$ cat config.mk
export PLATFORM = sky130hd
export DESIGN_NAME = instr_fetch_flat
export DESIGN_NICKNAME = d
export VERILOG_FILES = /design/src/rtl/instr_fetch_if.sv /design/src/rtl/instr_fetch.sv /design/src/flat_wrapper.sv
export SDC_FILE = /design/constraint.sdc
export NUM_CORES = 1
export LEC_CHECK = 0
export ABC_AREA = 1
export BUFFER_PORTS_ARGS = -buffer_cell sky130_fd_sc_hd__buf_2
export CAP_MARGIN = 20
export CORE_ASPECT_RATIO = 0.9
export CORE_MARGIN = 2
export CORE_UTILIZATION = 26
export CTS_CLUSTER_SIZE = 16
export DETAILED_ROUTE_END_ITERATION = 16
export PLACE_DENSITY = 0.45
export REMOVE_ABC_BUFFERS = 1
export SLEW_MARGIN = 25
export SYNTH_ARGS = -nofsm -noshare
export SYNTH_HDL_FRONTEND = slang
export SYNTH_SLANG_ARGS = --single-unit
$ cat constraint.sdc
create_clock -name sys_clk -period 3 [get_ports sys_clk]
set_input_delay 0.9 -clock sys_clk [delete_from_list [all_inputs] [get_ports sys_clk]]
set_output_delay 0.9 -clock sys_clk [all_outputs]
set_load 0.01 [all_outputs]
$ cat src/rtl/instr_fetch_if.sv
// Instruction bus between the fetch unit (master) and instruction memory (slave).
// Signals: instr_addr_o, instr_stb_o, instr_we_o (master out); instr_data_i, instr_ack_i (slave out).
interface instr_fetch_if;
    logic [15:0] instr_addr_o;
    logic        instr_stb_o;
    logic        instr_we_o;
    logic [15:0] instr_data_i;
    logic        instr_ack_i;

    modport master (
        output instr_addr_o,
        output instr_stb_o,
        output instr_we_o,
        input  instr_data_i,
        input  instr_ack_i
    );

    modport slave (
        input  instr_addr_o,
        input  instr_stb_o,
        input  instr_we_o,
        output instr_data_i,
        output instr_ack_i
    );
endinterface

$ cat src/rtl/instr_fetch.sv
// Sequential instruction prefetcher: stb/ack bus master feeding a flushable FIFO.
// Ports: sys_clk, sys_rst (async, active-low), redirect_i/redirect_pc_i, bus (instruction bus
// master), instr_o/instr_pc_o/instr_valid_o/instr_ready_i (decode side), bus_err_o (ack timeout).
module instr_fetch #(
    parameter logic [15:0] RESET_PC    = 16'h0000,
    parameter int          PC_STEP     = 2,
    parameter int          FIFO_DEPTH  = 2,
    parameter int          ACK_TIMEOUT = 16
) (
    input  logic          sys_clk,
    input  logic          sys_rst,
    input  logic          redirect_i,
    input  logic [15:0]   redirect_pc_i,
    instr_fetch_if.master bus,
    output logic [15:0]   instr_o,
    output logic [15:0]   instr_pc_o,
    output logic          instr_valid_o,
    input  logic          instr_ready_i,
    output logic          bus_err_o
);
    localparam int AW = $clog2(FIFO_DEPTH);
    localparam int CW = AW + 1;
    localparam int WW = $clog2(ACK_TIMEOUT) + 1;
    localparam logic [CW-1:0] DEPTH    = CW'(FIFO_DEPTH);
    localparam logic [WW-1:0] WAIT_MAX = WW'(ACK_TIMEOUT - 1);
    localparam logic [15:0]   STEP     = 16'(PC_STEP);

    typedef enum logic [1:0] {
        IDLE,
        REQ,
        DISCARD,
        ABORT
    } state_t;

    state_t          r_state;
    logic            r_stb;
    logic [15:0]     r_addr;
    logic [15:0]     r_fetch_pc;
    logic [WW-1:0]   r_wait;
    logic            r_err;

    logic [AW-1:0]   r_wptr;
    logic [AW-1:0]   r_rptr;
    logic [CW-1:0]   r_count;
    logic [15:0]     r_mem_data [FIFO_DEPTH];
    logic [15:0]     r_mem_pc   [FIFO_DEPTH];

    logic            w_ack;
    logic            w_valid;
    logic            w_push;
    logic            w_pop;
    logic            w_timeout;
    logic            w_credit;
    logic [CW-1:0]   w_cnt_nxt;
    logic [15:0]     w_tgt;
    logic [15:0]     w_ack_pc;

    always_comb begin
        w_ack     = bus.instr_ack_i;
        w_valid   = (r_count != '0);
        w_push    = (r_state == REQ) && w_ack && !redirect_i;
        w_pop     = w_valid && instr_ready_i && !redirect_i;
        w_timeout = ((r_state == REQ) || (r_state == DISCARD))
                    && !w_ack && (r_wait == WAIT_MAX);
        if (redirect_i) begin
            w_cnt_nxt = '0;
        end else begin
            w_cnt_nxt = r_count + CW'(w_push) - CW'(w_pop);
        end
        // No request is outstanding once this cycle's decision is made,
        // so a free slot after this cycle's push/pop is the whole credit.
        w_credit  = (w_cnt_nxt < DEPTH);
        // Address to (re)issue: the newest redirect target wins.
        w_tgt     = redirect_i ? redirect_pc_i : r_fetch_pc;
        w_ack_pc  = redirect_i ? redirect_pc_i : (r_fetch_pc + STEP);
    end

    always_ff @(posedge sys_clk or negedge sys_rst) begin
        if (!sys_rst) begin
            r_state    <= IDLE;
            r_stb      <= 1'b0;
            r_addr     <= RESET_PC;
            r_fetch_pc <= RESET_PC;
            r_wait     <= '0;
            r_err      <= 1'b0;
        end else begin
            r_err <= 1'b0;
            unique case (r_state)
                IDLE, ABORT: begin
                    r_fetch_pc <= w_tgt;
                    if (w_credit) begin
                        r_state <= REQ;
                        r_stb   <= 1'b1;
                        r_addr  <= w_tgt;
                        r_wait  <= '0;
                    end else begin
                        r_state <= IDLE;
                    end
                end
                REQ: begin
                    if (w_ack) begin
                        r_fetch_pc <= w_ack_pc;
                        if (w_credit) begin
                            r_addr <= w_ack_pc;
                            r_wait <= '0;
                        end else begin
                            r_state <= IDLE;
                            r_stb   <= 1'b0;
                        end
                    end else if (w_timeout) begin
                        r_state    <= ABORT;
                        r_stb      <= 1'b0;
                        r_err      <= 1'b1;
                        r_fetch_pc <= w_tgt;
                    end else begin
                        // A live cycle is never abandoned: on redirect keep
                        // stb/addr and drop the data when it arrives.
                        r_wait     <= r_wait + WW'(1);
                        r_fetch_pc <= w_tgt;
                        if (redirect_i) begin
                            r_state <= DISCARD;
                        end
                    end
                end
                DISCARD: begin
                    r_fetch_pc <= w_tgt;
                    if (w_ack) begin
                        if (w_credit) begin
                            r_state <= REQ;
                            r_addr  <= w_tgt;
                            r_wait  <= '0;
                        end else begin
                            r_state <= IDLE;
                            r_stb   <= 1'b0;
                        end
                    end else if (w_timeout) begin
                        r_state <= ABORT;
                        r_stb   <= 1'b0;
                        r_err   <= 1'b1;
                    end else begin
                        r_wait <= r_wait + WW'(1);
                    end
                end
            endcase
        end
    end

    always_ff @(posedge sys_clk or negedge sys_rst) begin
        if (!sys_rst) begin
            r_wptr  <= '0;
            r_rptr  <= '0;
            r_count <= '0;
        end else if (redirect_i) begin
            r_wptr  <= '0;
            r_rptr  <= '0;
            r_count <= '0;
        end else begin
            if (w_push) begin
                r_wptr <= r_wptr + AW'(1);
            end
            if (w_pop) begin
                r_rptr <= r_rptr + AW'(1);
            end
            r_count <= w_cnt_nxt;
        end
    end

    always_ff @(posedge sys_clk) begin
        if (w_push) begin
            r_mem_data[r_wptr] <= bus.instr_data_i;
            r_mem_pc[r_wptr]   <= r_fetch_pc;
        end
    end

    assign bus.instr_addr_o = r_addr;
    assign bus.instr_stb_o  = r_stb;
    assign bus.instr_we_o   = 1'b0;

    assign instr_valid_o = w_valid;
    assign instr_o       = w_valid ? r_mem_data[r_rptr] : 16'h0000;
    assign instr_pc_o    = w_valid ? r_mem_pc[r_rptr] : 16'h0000;
    assign bus_err_o     = r_err;
endmodule

$ cat src/flat_wrapper.sv
// flat-port wrapper written by rule: the top's interface ports become plain ports
module instr_fetch_flat 
#(
    parameter logic [15:0] RESET_PC    = 16'h0000,
    parameter int          PC_STEP     = 2,
    parameter int          FIFO_DEPTH  = 2,
    parameter int          ACK_TIMEOUT = 16
)
  (sys_clk, sys_rst, redirect_i, redirect_pc_i, instr_o, instr_pc_o, instr_valid_o, instr_ready_i, bus_err_o, bus_instr_addr_o, bus_instr_stb_o, bus_instr_we_o, bus_instr_data_i, bus_instr_ack_i);
  instr_fetch_if bus_i ();
  input  logic sys_clk;
  input  logic sys_rst;
  input  logic redirect_i;
  input  logic [15:0] redirect_pc_i;
  output logic [15:0] instr_o;
  output logic [15:0] instr_pc_o;
  output logic instr_valid_o;
  input  logic instr_ready_i;
  output logic bus_err_o;
  output wire logic [$bits(bus_i.instr_addr_o)-1:0] bus_instr_addr_o;
  output wire logic [$bits(bus_i.instr_stb_o)-1:0] bus_instr_stb_o;
  output wire logic [$bits(bus_i.instr_we_o)-1:0] bus_instr_we_o;
  input wire logic [$bits(bus_i.instr_data_i)-1:0] bus_instr_data_i;
  input wire logic [$bits(bus_i.instr_ack_i)-1:0] bus_instr_ack_i;
  assign bus_instr_addr_o = bus_i.instr_addr_o;
  assign bus_instr_stb_o = bus_i.instr_stb_o;
  assign bus_instr_we_o = bus_i.instr_we_o;
  assign bus_i.instr_data_i = bus_instr_data_i;
  assign bus_i.instr_ack_i = bus_instr_ack_i;
  instr_fetch #(.RESET_PC(RESET_PC), .PC_STEP(PC_STEP), .FIFO_DEPTH(FIFO_DEPTH), .ACK_TIMEOUT(ACK_TIMEOUT)) u_core (.sys_clk(sys_clk), .sys_rst(sys_rst), .redirect_i(redirect_i), .redirect_pc_i(redirect_pc_i), .bus(bus_i), .instr_o(instr_o), .instr_pc_o(instr_pc_o), .instr_valid_o(instr_valid_o), .instr_ready_i(instr_ready_i), .bus_err_o(bus_err_o));
endmodule
==> summary.md <==
| Metric | Value |
|---|---|
| Initial antenna violation count | `0` |
| Largest net degree at the start of global routing | `46` |
| Fin crit period | `about 2500 ps` |
| Max FO, Critical Path | `31` |
| Hold buffer count at cts | `0` |
| Critical-path cell list | `clkinv_1 > buf_4 > nand2_1 > a21oi_1 > buf_2` |
| Most used DFF post-synth | `edfxtp_1` |
| Routed vias | `about 4000` |
| Critical path class | `reg -> out` |
| Routed Antenna Nets | `0` |
| Hold slack | `483.8 ps` |
| WL/cell | `about 15 µm` |
| Area taken by multi-input logic gates | `1803 µm²` |
| CP required | `2100 ps` |
| Register area share after synthesis | `59.31%` |
| Synth area leader | `edfxtp_1` |
| Pwr/cell area | `874.8 nW/µm²` |
| Final Hold Viols | `0` |
| HPWL after detailed placement | `between 8000 and 9000 µm` |
| Yosys top cell area share | `between 30% and 40%` |
| Die span in y | `roughly 140 µm` |
| Max_cap viols | `0` |
| Top post-synthesis cells by count | `212 x nand2_1, 64 x edfxtp_1, 45 x dfrtp_1` |
| RSZ-0062 raised after global routing | `no` |
| CP delay by family, top | `buffers and inverters` |
| Netlist cell types | `37` |
| WP data arrival | `between 1500 and 2000 ps` |
| Antenna diode instance count | `0` |
| Placeable Area | `between 15000 and 20000 µm²` |
| Total gr overflow | `0` |
| Die footprint | `approximately 21000 µm²` |
| Synthesized instance count | `563` |
| CTS Root Cell | `clkbuf_16` |
| Pins Over Slew Limit | `0` |
| Leakage | `between 2 and 3 nW` |
| Via density | `4.408` |
| Fill cell count | `2024` |
| I/O pin cnt | `89` |
| Synth top area cells | `edfxtp_1 37%, dfrtp_1 22%, nand2_1 15%, a21oi_1 3.4%, nand3_1 3.2%` |
| Gr usage total | `between 10% and 20%` |
| Count leader, synth | `nand2_1` |
| Worst IR Drop VDD | `0.0002711 V` |
| Hold WC Path Type | `reg -> reg` |
| Fraction of layout cells with a size suffix above 1 | `20.73%` |
| EDFF count, synth | `64` |
| Final Net Count | `roughly 700` |
| Tcrit/Tclk final | `around 83%` |
| PortBufs | `87` |
| Register area | `roughly 3000 µm²` |
| DRT Pass-1 Iters | `4` |
| Synth warn | `0` |
| Area Overhead vs Synth | `20.28%` |
| Num CTS Buffers | `9` |
| Post-Place Cell Area | `roughly 6000 µm²` |
| CTS H-tree depth | `3` |
| First-pass GRT wire length | `between 20000 and 25000 µm` |
| Worst setup EP type | `output port` |
| Design Area, Final | `~6000 µm²` |
| Final Setup Violations | `0` |
| Slew HR | `around 59%` |
| Iter 0 DRT Violations | `about 260` |
| Die Width | `about 150 µm` |
| Starting Density | `26.65%` |
| Fmax | `401.1 MHz` |
| Status | `finished, final reports clean` |
| Post-CTS sizing | `0` |
| DRT Wirelength | `approximately 13000 µm` |
| CP bufs+invs | `3` |
| TritonCTS clock tree | `done` |
| # rows | `48` |
| Setup bufs post-CTS | `0` |
| CP max stage cell | `dfrtp_1` |
| Post-synth ARST share | `between 40% and 50%` |
| Measured slew at the worst slew-check pin | `about 610 ps` |
| Clock slew at reported path FFs | `about 80 ps` |
| Clock tree buffer depth | `2` |
| Residual DRC | `0` |
| Post-synth design cell area | `between 5000 and 6000 µm²` |
| Startpoint Class | `flop` |
| Synth Register Bits | `between 100 and 150` |
| Clock Latency Late Sink | `between 300 and 400 ps` |
| CP max stage delay | `between 300 and 400 ps` |
| R2R Setup Slk | `about 770 ps` |
| Gp weighted congestion | `~0.75` |
| Syn avg cell area | `between 9 and 10 µm²` |
| Vias in the first global route | `about 4000` |
| Clock Skew | `between 9 and 10 ps` |
| Sink Count | `roughly 110` |
## worst reg2reg max path, stage by stage, from the launching register on
cell and delay, ps:
dfrtp_1 430, nor2_2 120, inv_1 60, nand2_1 90
nor2_1 50, ha_1 270, inv_1 40, ha_1 210
nand3_1 100, nand3_2 160, nand2_4 280, inv_2 160
nand3_1 120, nand2_1 50
## stage by stage
stage	utilization (%)	instances	setup slack [ps]	power, W	setup TNS, ps
floorplan	-	541	-140.6	0.003394	-5731
global placement	30.43	890	428.6	0.004149	0
detailed placement	30.43	890	318.6	0.004189	0
CTS	32.06	906	449.0	0.005488	0
global route	32.06	906	342.4	0.005826	0
finish	32.06	906	507.0	0.005407	0
## final timing paths
check / startpoint / to / depth (start not counted)
worst max-delay path: u_core.r_rptr / instr_pc_o[9] / 5
worst max register to register: u_core.r_count[1] / u_core.bus.instr_addr_o[10] / 13
max in group asynchronous: sys_rst / u_core.bus.instr_addr_o[3] / 2
worst min register to register: u_core.bus.instr_addr_o[13] / u_core.bus.instr_addr_o[13] / 2
worst min-delay path: u_core.bus.instr_addr_o[13] / u_core.bus.instr_addr_o[13] / 2
min in group asynchronous: sys_rst / u_core.r_wait[0] / 2
## layout by cell type, fill, tap and decap left out, types with 7 or more instances in the layout
cell       count
inv_1         37
a31oi_1        7
a21oi_1       35
dfrtp_1       45
buf_2         87
nor2_1        35
nand3_1       33
o21ai_0       18
edfxtp_1      64
nand2_1      212
ha_1           8
clkbuf_16      9
buf_4         11
o21ai_1        8
## routing by layer
metal  GRT usage [%]  vias to the layer above  wire length [µm]
li1                -                     2033                 -
met1           18.11                     1854              6747
met2           20.35                      101              5801
met3           3.964                        6               562
met4           2.856                        0                48
met5               0                        -                 0
## cells by family (layout without fill, tap and decap cells)
family | count (synthesis) | after routing | synth area share, %
and+or+nand+nor | 304 | 304 | 24.69
adders and majority gates | 8 | 8 | 1.948
DFF | 109 | 109 | 59.31
buffers and inverters | 64 | 157 | 5.746
xor gates and xnor gates | 3 | 3 | 0.5114
other | 1 | 1 | 0.07298
AOI/OAI and AO/OA | 74 | 74 | 7.719
## power by group
group          leakage (nW)  internal, W  switching, W
Sequential             1.14      0.00196      0.000286
Combinational          1.52     0.000635       0.00125
Clock                 0.155     0.000669      0.000607
Total                  2.81      0.00327       0.00214
## area by class of cell
class	count	share of cell area (%)
Clock buffer	9	3.644
Clock inverter	7	1.437
Inverter	42	2.672
Multi-Input combinational cell	390	29.17
Sequential cell	109	49.31
Tap cell	250	5.061
Timing Repair Buffer	99	8.704
## sequential cells by signal (all words and copies together) (netlist names)
name	flops
u_core.r_mem_data	32
u_core.r_count	2
u_core.bus_err_o	1
u_core.r_rptr	1
u_core.r_wait	5
u_core.r_mem_pc	32
u_core.r_wptr	1
u_core.bus.instr_stb_o	1
u_core.bus.instr_addr_o	16
u_core.r_state	2
u_core.r_fetch_pc	16
(Power assumes the default switching activity.)
